[src/rtl/dmem_port_arbiter_if.sv]
// Load path, store-buffer drain path and data-memory port of dmem_port_arbiter.
// master = arbiter side, slave = requesters plus memory.
interface dmem_port_arbiter_if #(
    parameter int ADDR_W = 32,
    parameter int DATA_W = 32
);
    logic              ld_req;
    logic [ADDR_W-1:0] ld_addr;
    logic              ld_gnt;
    logic [DATA_W-1:0] ld_rdata;
    logic              ld_rvalid;

    logic              st_req;
    logic [ADDR_W-1:0] st_addr;
    logic [DATA_W-1:0] st_wdata;
    logic              st_full;
    logic              st_gnt;

    logic              mem_en;
    logic              mem_we;
    logic [ADDR_W-1:0] mem_addr;
    logic [DATA_W-1:0] mem_wdata;
    logic [DATA_W-1:0] mem_rdata;

    logic              busy;

    modport master (
        input  ld_req, ld_addr, st_req, st_addr, st_wdata, st_full, mem_rdata,
        output ld_gnt, ld_rdata, ld_rvalid, st_gnt,
        output mem_en, mem_we, mem_addr, mem_wdata, busy
    );

    modport slave (
        output ld_req, ld_addr, st_req, st_addr, st_wdata, st_full, mem_rdata,
        input  ld_gnt, ld_rdata, ld_rvalid, st_gnt,
        input  mem_en, mem_we, mem_addr, mem_wdata, busy
    );
endinterface

[src/rtl/dmem_port_arbiter.sv]
// Shares the single-port data memory between loads and store-buffer drain; DMEM_ARB_FWD_EN forwards same-word store data.
// Latency: store gnt +1 cycle; load gnt +1, ld_rvalid +3 cycles (forwarded load: rvalid +2). One op outstanding.
// Backpressure: requesters hold req/addr/data until their one-cycle gnt; nothing is granted outside IDLE.
module dmem_port_arbiter #(
    parameter int ADDR_W     = 32,
    parameter int DATA_W     = 32,
    parameter int STARVE_MAX = 4
) (
    input  logic                clk,
    input  logic                reset_n,
    dmem_port_arbiter_if.master bus
);

    typedef enum logic [1:0] {
        IDLE   = 2'd0,
        ST     = 2'd1,
        LD     = 2'd2,
        LD_RSP = 2'd3
    } state_t;

    localparam logic [3:0] STARVE_LIM = 4'(STARVE_MAX);

`ifdef DMEM_ARB_FWD_EN
    localparam bit FWD_EN = 1'b1;
`else
    localparam bit FWD_EN = 1'b0;
`endif

    state_t            state, state_nxt;
    logic [3:0]        starve_cnt, starve_nxt;
    logic              fwd, fwd_nxt;

    logic              mem_en_r, mem_en_nxt;
    logic              mem_we_r, mem_we_nxt;
    logic [ADDR_W-1:0] mem_addr_r, mem_addr_nxt;
    logic [DATA_W-1:0] mem_wdata_r, mem_wdata_nxt;
    logic              ld_gnt_r, ld_gnt_nxt;
    logic              st_gnt_r, st_gnt_nxt;
    logic              ld_rvalid_r, ld_rvalid_nxt;
    logic [DATA_W-1:0] ld_rdata_r, ld_rdata_nxt;
    logic              busy_r;

    logic              same_word;
    logic              promote;
    logic              conflict;
    logic              take_st;

    assign same_word = (bus.ld_addr[ADDR_W-1:2] == bus.st_addr[ADDR_W-1:2]);
    assign promote   = bus.st_req & (bus.st_full | (starve_cnt == STARVE_LIM));
    assign conflict  = bus.st_req & bus.ld_req & same_word;
    assign take_st   = promote | conflict | (bus.st_req & ~bus.ld_req);

    always_comb begin
        state_nxt     = state;
        starve_nxt    = starve_cnt;
        fwd_nxt       = 1'b0;
        mem_en_nxt    = 1'b0;
        mem_we_nxt    = 1'b0;
        mem_addr_nxt  = mem_addr_r;
        mem_wdata_nxt = mem_wdata_r;
        ld_gnt_nxt    = 1'b0;
        st_gnt_nxt    = 1'b0;
        ld_rvalid_nxt = 1'b0;
        ld_rdata_nxt  = ld_rdata_r;

        unique case (state)
            IDLE: begin
                if (take_st) begin
                    state_nxt     = ST;
                    mem_en_nxt    = 1'b1;
                    mem_we_nxt    = 1'b1;
                    mem_addr_nxt  = bus.st_addr;
                    mem_wdata_nxt = bus.st_wdata;
                    st_gnt_nxt    = 1'b1;
                    // A promoted store never forwards; only a pure same-word conflict does.
                    if (FWD_EN && conflict && !promote) begin
                        fwd_nxt    = 1'b1;
                        ld_gnt_nxt = 1'b1;
                    end
                end else if (bus.ld_req) begin
                    state_nxt    = LD;
                    mem_en_nxt   = 1'b1;
                    mem_addr_nxt = bus.ld_addr;
                    ld_gnt_nxt   = 1'b1;
                    if (bus.st_req && (starve_cnt != STARVE_LIM)) begin
                        starve_nxt = starve_cnt + 4'd1;
                    end
                end
            end
            ST: begin
                state_nxt  = IDLE;
                starve_nxt = 4'd0;
                if (fwd) begin
                    ld_rdata_nxt  = mem_wdata_r;
                    ld_rvalid_nxt = 1'b1;
                end
            end
            LD: begin
                state_nxt = LD_RSP;
            end
            LD_RSP: begin
                state_nxt     = IDLE;
                ld_rdata_nxt  = bus.mem_rdata;
                ld_rvalid_nxt = 1'b1;
            end
            default: begin
                state_nxt = IDLE;
            end
        endcase
    end

    always_ff @(posedge clk) begin
        if (!reset_n) begin
            state       <= IDLE;
            starve_cnt  <= 4'd0;
            fwd         <= 1'b0;
            mem_en_r    <= 1'b0;
            mem_we_r    <= 1'b0;
            mem_addr_r  <= '0;
            mem_wdata_r <= '0;
            ld_gnt_r    <= 1'b0;
            st_gnt_r    <= 1'b0;
            ld_rvalid_r <= 1'b0;
            busy_r      <= 1'b0;
        end else begin
            state       <= state_nxt;
            starve_cnt  <= starve_nxt;
            fwd         <= fwd_nxt;
            mem_en_r    <= mem_en_nxt;
            mem_we_r    <= mem_we_nxt;
            mem_addr_r  <= mem_addr_nxt;
            mem_wdata_r <= mem_wdata_nxt;
            ld_gnt_r    <= ld_gnt_nxt;
            st_gnt_r    <= st_gnt_nxt;
            ld_rvalid_r <= ld_rvalid_nxt;
            busy_r      <= (state_nxt != IDLE);
        end
    end

    // Load data keeps its last value across reset, so this register has no reset term.
    always_ff @(posedge clk) begin
        if (reset_n && ld_rvalid_nxt) begin
            ld_rdata_r <= ld_rdata_nxt;
        end
    end

    assign bus.mem_en    = mem_en_r;
    assign bus.mem_we    = mem_we_r;
    assign bus.mem_addr  = mem_addr_r;
    assign bus.mem_wdata = mem_wdata_r;
    assign bus.ld_gnt    = ld_gnt_r;
    assign bus.st_gnt    = st_gnt_r;
    assign bus.ld_rvalid = ld_rvalid_r;
    assign bus.ld_rdata  = ld_rdata_r;
    assign bus.busy      = busy_r;

endmodule

[src/flat_wrapper.sv]
// flat-port wrapper written by rule: the top's interface ports become plain ports
module dmem_port_arbiter_flat 
#(
    parameter int ADDR_W     = 32,
    parameter int DATA_W     = 32,
    parameter int STARVE_MAX = 4
)
  (clk, reset_n, bus_ld_req, bus_ld_addr, bus_st_req, bus_st_addr, bus_st_wdata, bus_st_full, bus_mem_rdata, bus_ld_gnt, bus_ld_rdata, bus_ld_rvalid, bus_st_gnt, bus_mem_en, bus_mem_we, bus_mem_addr, bus_mem_wdata, bus_busy);
  dmem_port_arbiter_if #(.ADDR_W(ADDR_W), .DATA_W(DATA_W)) bus_i ();
  input  logic clk;
  input  logic reset_n;
  input wire logic [$bits(bus_i.ld_req)-1:0] bus_ld_req;
  input wire logic [$bits(bus_i.ld_addr)-1:0] bus_ld_addr;
  input wire logic [$bits(bus_i.st_req)-1:0] bus_st_req;
  input wire logic [$bits(bus_i.st_addr)-1:0] bus_st_addr;
  input wire logic [$bits(bus_i.st_wdata)-1:0] bus_st_wdata;
  input wire logic [$bits(bus_i.st_full)-1:0] bus_st_full;
  input wire logic [$bits(bus_i.mem_rdata)-1:0] bus_mem_rdata;
  output wire logic [$bits(bus_i.ld_gnt)-1:0] bus_ld_gnt;
  output wire logic [$bits(bus_i.ld_rdata)-1:0] bus_ld_rdata;
  output wire logic [$bits(bus_i.ld_rvalid)-1:0] bus_ld_rvalid;
  output wire logic [$bits(bus_i.st_gnt)-1:0] bus_st_gnt;
  output wire logic [$bits(bus_i.mem_en)-1:0] bus_mem_en;
  output wire logic [$bits(bus_i.mem_we)-1:0] bus_mem_we;
  output wire logic [$bits(bus_i.mem_addr)-1:0] bus_mem_addr;
  output wire logic [$bits(bus_i.mem_wdata)-1:0] bus_mem_wdata;
  output wire logic [$bits(bus_i.busy)-1:0] bus_busy;
  assign bus_i.ld_req = bus_ld_req;
  assign bus_i.ld_addr = bus_ld_addr;
  assign bus_i.st_req = bus_st_req;
  assign bus_i.st_addr = bus_st_addr;
  assign bus_i.st_wdata = bus_st_wdata;
  assign bus_i.st_full = bus_st_full;
  assign bus_i.mem_rdata = bus_mem_rdata;
  assign bus_ld_gnt = bus_i.ld_gnt;
  assign bus_ld_rdata = bus_i.ld_rdata;
  assign bus_ld_rvalid = bus_i.ld_rvalid;
  assign bus_st_gnt = bus_i.st_gnt;
  assign bus_mem_en = bus_i.mem_en;
  assign bus_mem_we = bus_i.mem_we;
  assign bus_mem_addr = bus_i.mem_addr;
  assign bus_mem_wdata = bus_i.mem_wdata;
  assign bus_busy = bus_i.busy;
  dmem_port_arbiter #(.ADDR_W(ADDR_W), .DATA_W(DATA_W), .STARVE_MAX(STARVE_MAX)) u_core (.clk(clk), .reset_n(reset_n), .bus(bus_i));
endmodule
[config.mk]
export PLATFORM = sky130hd
export DESIGN_NAME = dmem_port_arbiter_flat
export DESIGN_NICKNAME = d
export VERILOG_FILES = /design/src/rtl/dmem_port_arbiter_if.sv /design/src/rtl/dmem_port_arbiter.sv /design/src/flat_wrapper.sv
export SDC_FILE = /design/constraint.sdc
export NUM_CORES = 1
export LEC_CHECK = 0
export ABC_AREA = 1
export CELL_PAD_IN_SITES_DETAIL_PLACEMENT = 1
export CELL_PAD_IN_SITES_GLOBAL_PLACEMENT = 1
export CORE_ASPECT_RATIO = 1.1
export CORE_MARGIN = 2
export CORE_UTILIZATION = 28
export DETAILED_ROUTE_END_ITERATION = 8
export GPL_ROUTABILITY_DRIVEN = 0
export GPL_TIMING_DRIVEN = 0
export PLACE_DENSITY_LB_ADDON = 0.08
export REMOVE_ABC_BUFFERS = 1
export SYNTH_ARGS = -nofsm -noshare
export SYNTH_HDL_FRONTEND = slang
export SYNTH_SLANG_ARGS = --single-unit
[constraint.sdc]
create_clock -name clk -period 5.41 [get_ports clk]
set_input_delay 1.082 -clock clk [delete_from_list [all_inputs] [get_ports clk]]
set_output_delay 1.082 -clock clk [all_outputs]
set_load 0.05 [all_outputs]
==> results of run 1 <==
## sequential cells by signal (all words and copies together), names as in the netlist, 2 cells and up
signal                count
u_core.bus.ld_rdata      32
u_core.bus.mem_wdata     32
u_core.starve_cnt         4
u_core.state              2
u_core.bus.mem_addr      32
## path summary, 6_finish.rpt
path | start | end | slack [ns]
worst max-delay path | bus_ld_addr[26] | u_core.starve_cnt[1]$_SDFFE_PN0P_ | 1.80
worst min-delay path | u_core.bus.mem_wdata[30]$_SDFFE_PN0P_ | u_core.bus.mem_wdata[30]$_SDFFE_PN0P_ | 0.47
worst max register to register | u_core.starve_cnt[0]$_SDFFE_PN0P_ | u_core.starve_cnt[1]$_SDFFE_PN0P_ | 2.78
worst min register to register | u_core.bus.mem_wdata[30]$_SDFFE_PN0P_ | u_core.bus.mem_wdata[30]$_SDFFE_PN0P_ | 0.47
## stage by stage
step           cell area, sq um  worst slack, ns  power (W)   util
2_1_floorplan              4620            0.933    0.00140      -
3_3_place_gp               7230            -1.33    0.00171  0.428
3_5_place_dp               7350             1.34    0.00175  0.435
4_1_cts                    7650             1.71    0.00245  0.453
5_1_grt                    7650             1.45    0.00255  0.453
6_report                   7650             1.80    0.00241  0.453
## routing by layer
| layer | share of wire | vias to the layer above | routed length (um) | track usage |
|---|---|---|---|---|
| met5 | 0 | - | 0 | 0 |
| met4 | 0.014 | 0 | 229 | 0.0555 |
| met3 | 0.067 | 15 | 1090 | 0.0486 |
| met2 | 0.50 | 145 | 8160 | 0.319 |
| met1 | 0.42 | 2329 | 6820 | 0.203 |
| li1 | - | 2408 | - | - |
## cell usage after synthesis, drive strengths merged
| master | instances |
|---|---|
| buf | 18 |
| o21ai | 1 |
| dfxtp | 75 |
| or2 | 1 |
| nand2 | 154 |
| edfxtp | 32 |
| nand3 | 107 |
| xor2 | 4 |
| xnor2 | 15 |
| o41ai | 1 |
| nor3 | 4 |
| a31o | 1 |
| a21oi | 37 |
| clkbuf | 16 |
| nor2 | 87 |
| a31oi | 1 |
| inv | 62 |
| nand4 | 1 |
| ha | 2 |
## report_power, final
group / internal [W] / total [W] / switching (W)
clock network: 0.000368 / 0.000694 / 0.000326
logic: 0.000303 / 0.000782 / 0.000479
registers: 0.000896 / 0.000938 / 0.0000420
total: 0.00157 / 0.00241 / 0.000847
## cell families after synthesis
kind of cell	Yosys count	synth area share
xor gates and xnor gates	19	0.0346
AOI/OAI and AO/OA	41	0.0484
and+or+nand+nor	354	0.313
buffers and inverters	96	0.0864
adders and majority gates	2	0.00520
DFF	107	0.512
## tightest hold or removal path, delay by kind of cell, from the launching register on
family / cells / cell delay, ns
compound gates: 1 / 0.05
simple gates: 1 / 0.06
flops: 1 / 0.31
## layout make-up
class,instances,area [sq um]
fillers,2023,9240
flip-flops and latches,107,2460
repair buffers,240,2450
multi-input cells,416,1940
well taps,208,260
inverters,62,233
clock buffers,9,225
clock inverters,7,81.3
==> impl_metrics.json, run 1 <==
{
  "slew_headroom": 0.355,
  "synth_top_area_cell": "dfxtp_1",
  "first_global_vias": 5041,
  "crit_path_max_incr_delay_ns": 0.75,
  "synth_area_leaders": "dfxtp_1, edfxtp_1, nand2_1",
  "die_area_sq_um": 18200,
  "yosys_warnings": 0,
  "drc_errors": 0,
  "min_period_ns": 3.61,
  "dr.pass1.iters": 4,
  "post_cts_resize_count": 0,
  "synth_area_sq_um": 4810,
  "end_kind": "flip-flop",
  "synth-seq-cells": 107,
  "ir_worst_vdd_mv": 0.148,
  "slowest_stage": "nand3_2",
  "hold_path.class": "flip-flop to flip-flop",
  "fin_hold_ws_ns": 0.468,
  "portBuffers": 234,
  "p_leak_nw": 3.22,
  "syn_avg_cell_area_sq_um": 7.77,
  "final_max_slew_viol_count": 0,
  "grt_pass1_wl_mm": 25.5,
  "maxCapViolCount": 0,
  "cts_buffers": 9,
  "ys_types": 26,
  "drt_iter0_drc": 189,
  "cp_data_arrival_time_ns": 3.84,
  "nNetsFinal": 971,
  "stdcell_count": 1049,
  "setup-violations-final": 0,
  "path_max_fanout": 40,
  "ios": 235,
  "track_usage": 0.177,
  "grt_max_degree": 41,
  "cts_tree": "yes",
  "cp_cell_sequence": "clkdlybuf4s50_1, inv_1, nand2_1, nand2_1, nor2_1, nand3_1, nor2_1, nand2_2, nand2_4, nand3_2, a21oi_1, nor2_1",
  "cts.sinks": 107,
  "worstSetupStartpointType": "input port",
  "die_w_um": 129,
  "rsz0062_at_grt": "false",
  "dp.cells": 1033,
  "worstMarginPinSlew_ns": 0.963,
  "h-tree-depth": 3,
  "final_common_cell": "clkdlybuf4s50_1",
  "critical_path_depth": 12,
  "holdPathStages": 2,
  "finalClockSkew_ns": 0.0118,
  "crit_top_cell": "nor2_1",
  "via_count": 4897,
  "ant_nets": 0,
  "viasPerCell": 4.67,
  "drt_wl_total_mm": 16.3,
  "critPathKind": "input port to flip-flop",
  "start_util": 0.285,
  "postSynthCellCount": 619,
  "fp.dieH_um": 141,
  "synth_seq_area_share": 0.512,
  "cts_setup_buffers": 0,
  "core_area_sq_um": 16900,
  "clkLatencyLatePin_ns": 0.36,
  "grt_overflow": 0,
  "num_antenna_cells": 0,
  "crit_buf_inv": 2,
  "hold_buffers": 0,
  "ff2ff_path_depth": 9,
  "dp_hpwl_mm": 11.9,
  "power_density_nw_per_um2": 315,
  "outcome": "complete, no violations",
  "antenna_found_initial": 0,
  "rows": 50,
  "hold_viol_final": 0,
  "path_clk_slew_ns": 0.08,
  "drive_gt1_frac": 0.0416,
  "clock_tree.buffer_depth": 2,
  "cp_data_required_time_ns": 5.65,
  "synthDominantCellAreaShare": 0.312,
  "fmax_mhz": 277,
  "layout.cells.most_common_list": "clkdlybuf4s50_1, nand2_1, nand3_1, nor2_1, dfxtp_1",
  "timing.final.crit_share": 0.667,
  "syn_to_final_growth_pct": 59.2,
  "wl_per_cell_um": 15.5,
  "fin_setup_tns_ns": 0,
  "cp_top_family": "simple AND/OR/NAND/NOR gates",
  "cts.root.buffer_cell": "clkbuf_16"
}
Power figures use the tool's default switching activity.
==> run 2, diff against run 1 <==
Clock period 5.41 ns to 3.6 ns, I/O delays scaled along.
==> results of run 2 <==
The final DEF is identical to that of run 1. Status: complete, no violations.
Among the figures that moved: setup slack after placement 1.34 ns -> -0.107 ns; setup slack after layout 1.80 ns -> 0.355 ns; register-to-register setup slack 2.78 ns -> 0.97 ns; total power 0.00241 W -> 0.00363 W; worst IR drop on VDD 0.148 mV -> 0.222 mV
==> run 3, diff against run 2 <==
Settings changed: CORE_ASPECT_RATIO 1.1 to default.
==> impl_metrics.json, run 3 (synthesis gave the netlist of run 1 again) <==
{
  "outcome": "complete, no violations",
  "track_usage": 0.184,
  "cp_data_arrival_time_ns": 3.51,
  "ff2ff_path_depth": 9,
  "cts_tree": "yes",
  "r2r_setup_slack_ns": 0.96,
  "drt_wl_total_mm": 16.6,
  "path_clk_slew_ns": 0.08,
  "setup.worst_path.end": "u_core.starve_cnt[3]$_SDFFE_PN0P_",
  "final_max_slew_viol_count": 0,
  "path_max_fanout": 40,
  "hold_path.class": "flip-flop to flip-flop",
  "maxCapViolCount": 0,
  "die_area_sq_um": 18200,
  "grt_pass1_wl_mm": 26.4,
  "start_util": 0.288,
  "crit_top_cell": "nor2_1",
  "dr.pass1.iters": 4,
  "worstMarginPinSlew_ns": 0.854,
  "grt_max_degree": 47,
  "setup_ws_ns": 0.326,
  "wl_per_cell_um": 15.6,
  "fmax_mhz": 305,
  "syn_to_final_growth_pct": 59.5,
  "drt_iter0_drc": 149,
  "dp_hpwl_mm": 12.0,
  "critPathKind": "input port to flip-flop",
  "min_period_ns": 3.27,
  "slowest_stage": "nand3_2",
  "p_leak_nw": 3.22,
  "cts_buffers": 9,
  "r2r_start": "u_core.starve_cnt[0]$_SDFFE_PN0P_",
  "setup-violations-final": 0,
  "layout.cells.most_common_list": "clkdlybuf4s50_1, nand2_1, nand3_1, nor2_1, dfxtp_1",
  "nNetsFinal": 973,
  "post-place-ws_ns": -0.104,
  "crit_path_max_incr_delay_ns": 0.74,
  "post_cts_resize_count": 0,
  "rsz0062_at_grt": "false",
  "r2r-end": "u_core.starve_cnt[3]$_SDFFE_PN0P_",
  "dp.cells": 1047,
  "timing.final.crit_share": 0.909,
  "h-tree-depth": 3,
  "cts.sinks": 107,
  "viasPerCell": 4.60,
  "finalClockSkew_ns": 0.0135,
  "hold_buffers": 0,
  "clock_tree.buffer_depth": 2,
  "stdcell_count": 1063,
  "final_common_cell": "clkdlybuf4s50_1",
  "critical_path_depth": 12,
  "fp.dieH_um": 135,
  "num_antenna_cells": 0,
  "cp_cell_sequence": "clkdlybuf4s50_1, nand2_1, inv_1, nor2_1, nor2_1, nand3_1, nor2_1, nand2_2, nand2_4, nand3_2, a21oi_1, nor2_1",
  "p_total_w": 0.00358,
  "ir_worst_vdd_mv": 0.222,
  "worstSetupStartpointType": "input port",
  "power_density_nw_per_um2": 467,
  "fin_area_sq_um": 7670,
  "cts_setup_buffers": 0,
  "drive_gt1_frac": 0.0439,
  "hold_viol_final": 0,
  "cts.root.buffer_cell": "clkbuf_16",
  "dpl_cell_area_sq_um": 7380,
  "crit_buf_inv": 2,
  "slew_headroom": 0.430,
  "antenna_found_initial": 0,
  "drc_errors": 0,
  "cp_data_required_time_ns": 3.84,
  "portBuffers": 234,
  "cp_top_family": "simple AND/OR/NAND/NOR gates",
  "clkLatencyLatePin_ns": 0.36,
  "end_kind": "flip-flop",
  "cp-startpoint": "bus_ld_addr[31]",
  "via_count": 4893,
  "core_area_sq_um": 16700,
  "rows": 47,
  "grt_overflow": 0,
  "die_w_um": 135,
  "ios": 235,
  "ant_nets": 0,
  "first_global_vias": 5047
}
run 3: how the worst min path moves through the flow:
stage	slack [ns]	cells past startpoint	startpoint	to
after floorplan	0.50	2	u_core.starve_cnt[3]$_SDFFE_PN0P_	u_core.starve_cnt[3]$_SDFFE_PN0P_
after global placement	0.45	2	u_core.bus.mem_wdata[29]$_SDFFE_PN0P_	u_core.bus.mem_wdata[29]$_SDFFE_PN0P_
after detailed placement	0.46	2	u_core.bus.mem_wdata[6]$_SDFFE_PN0P_	u_core.bus.mem_wdata[6]$_SDFFE_PN0P_
after CTS	0.47	2	u_core.bus.mem_wdata[6]$_SDFFE_PN0P_	u_core.bus.mem_wdata[6]$_SDFFE_PN0P_
after global routing	0.50	2	u_core.bus.mem_wdata[3]$_SDFFE_PN0P_	u_core.bus.mem_wdata[3]$_SDFFE_PN0P_
final	0.46	2	u_core.bus.mem_wdata[6]$_SDFFE_PN0P_	u_core.bus.mem_wdata[6]$_SDFFE_PN0P_
run 3: worst register-to-register path: cells and delay by family, from the launching register on:
kind / cells / cell delay (ns)
adders and majority gates: 1 / 0.14
and+or+nand+nor: 6 / 1.54
DFF: 1 / 0.35
buffers and inverters: 1 / 0.09
AOI/OAI and AO/OA: 1 / 0.42
run 3: power breakdown:
group	internal (W)	switching (W)	leakage (nW)
Combinational	0.000455	0.000727	2.17
Sequential	0.00135	0.0000634	0.907
Clock	0.000487	0.000506	0.143
run 3: routing by layer:
layer	routed length [um]	vias up	global-route usage
met5	0	-	0
met4	210	0	0.0561
met3	1180	12	0.0458
met2	8420	143	0.330
li1	-	2416	-
met1	6750	2322	0.215
run 3: cell type report:
cell class | instances | area, sq um
Clock inverter | 7 | 66.3
Sequential cell | 107 | 2460
Fill cell | 1988 | 9030
Inverter | 62 | 233
Clock buffer | 9 | 225
Tap cell | 220 | 275
Timing Repair Buffer | 242 | 2460
Multi-Input combinational cell | 416 | 1940
run 3: metrics by stage:
step                setup TNS [ns]  hold WS [ns]  utilization
floorplan                   -16.46         0.497            -
global placement           -186.52         0.452        0.434
detailed placement          -0.301         0.457        0.442
CTS                              0         0.469        0.459
global route                     0         0.496        0.459
finish                           0         0.465        0.459
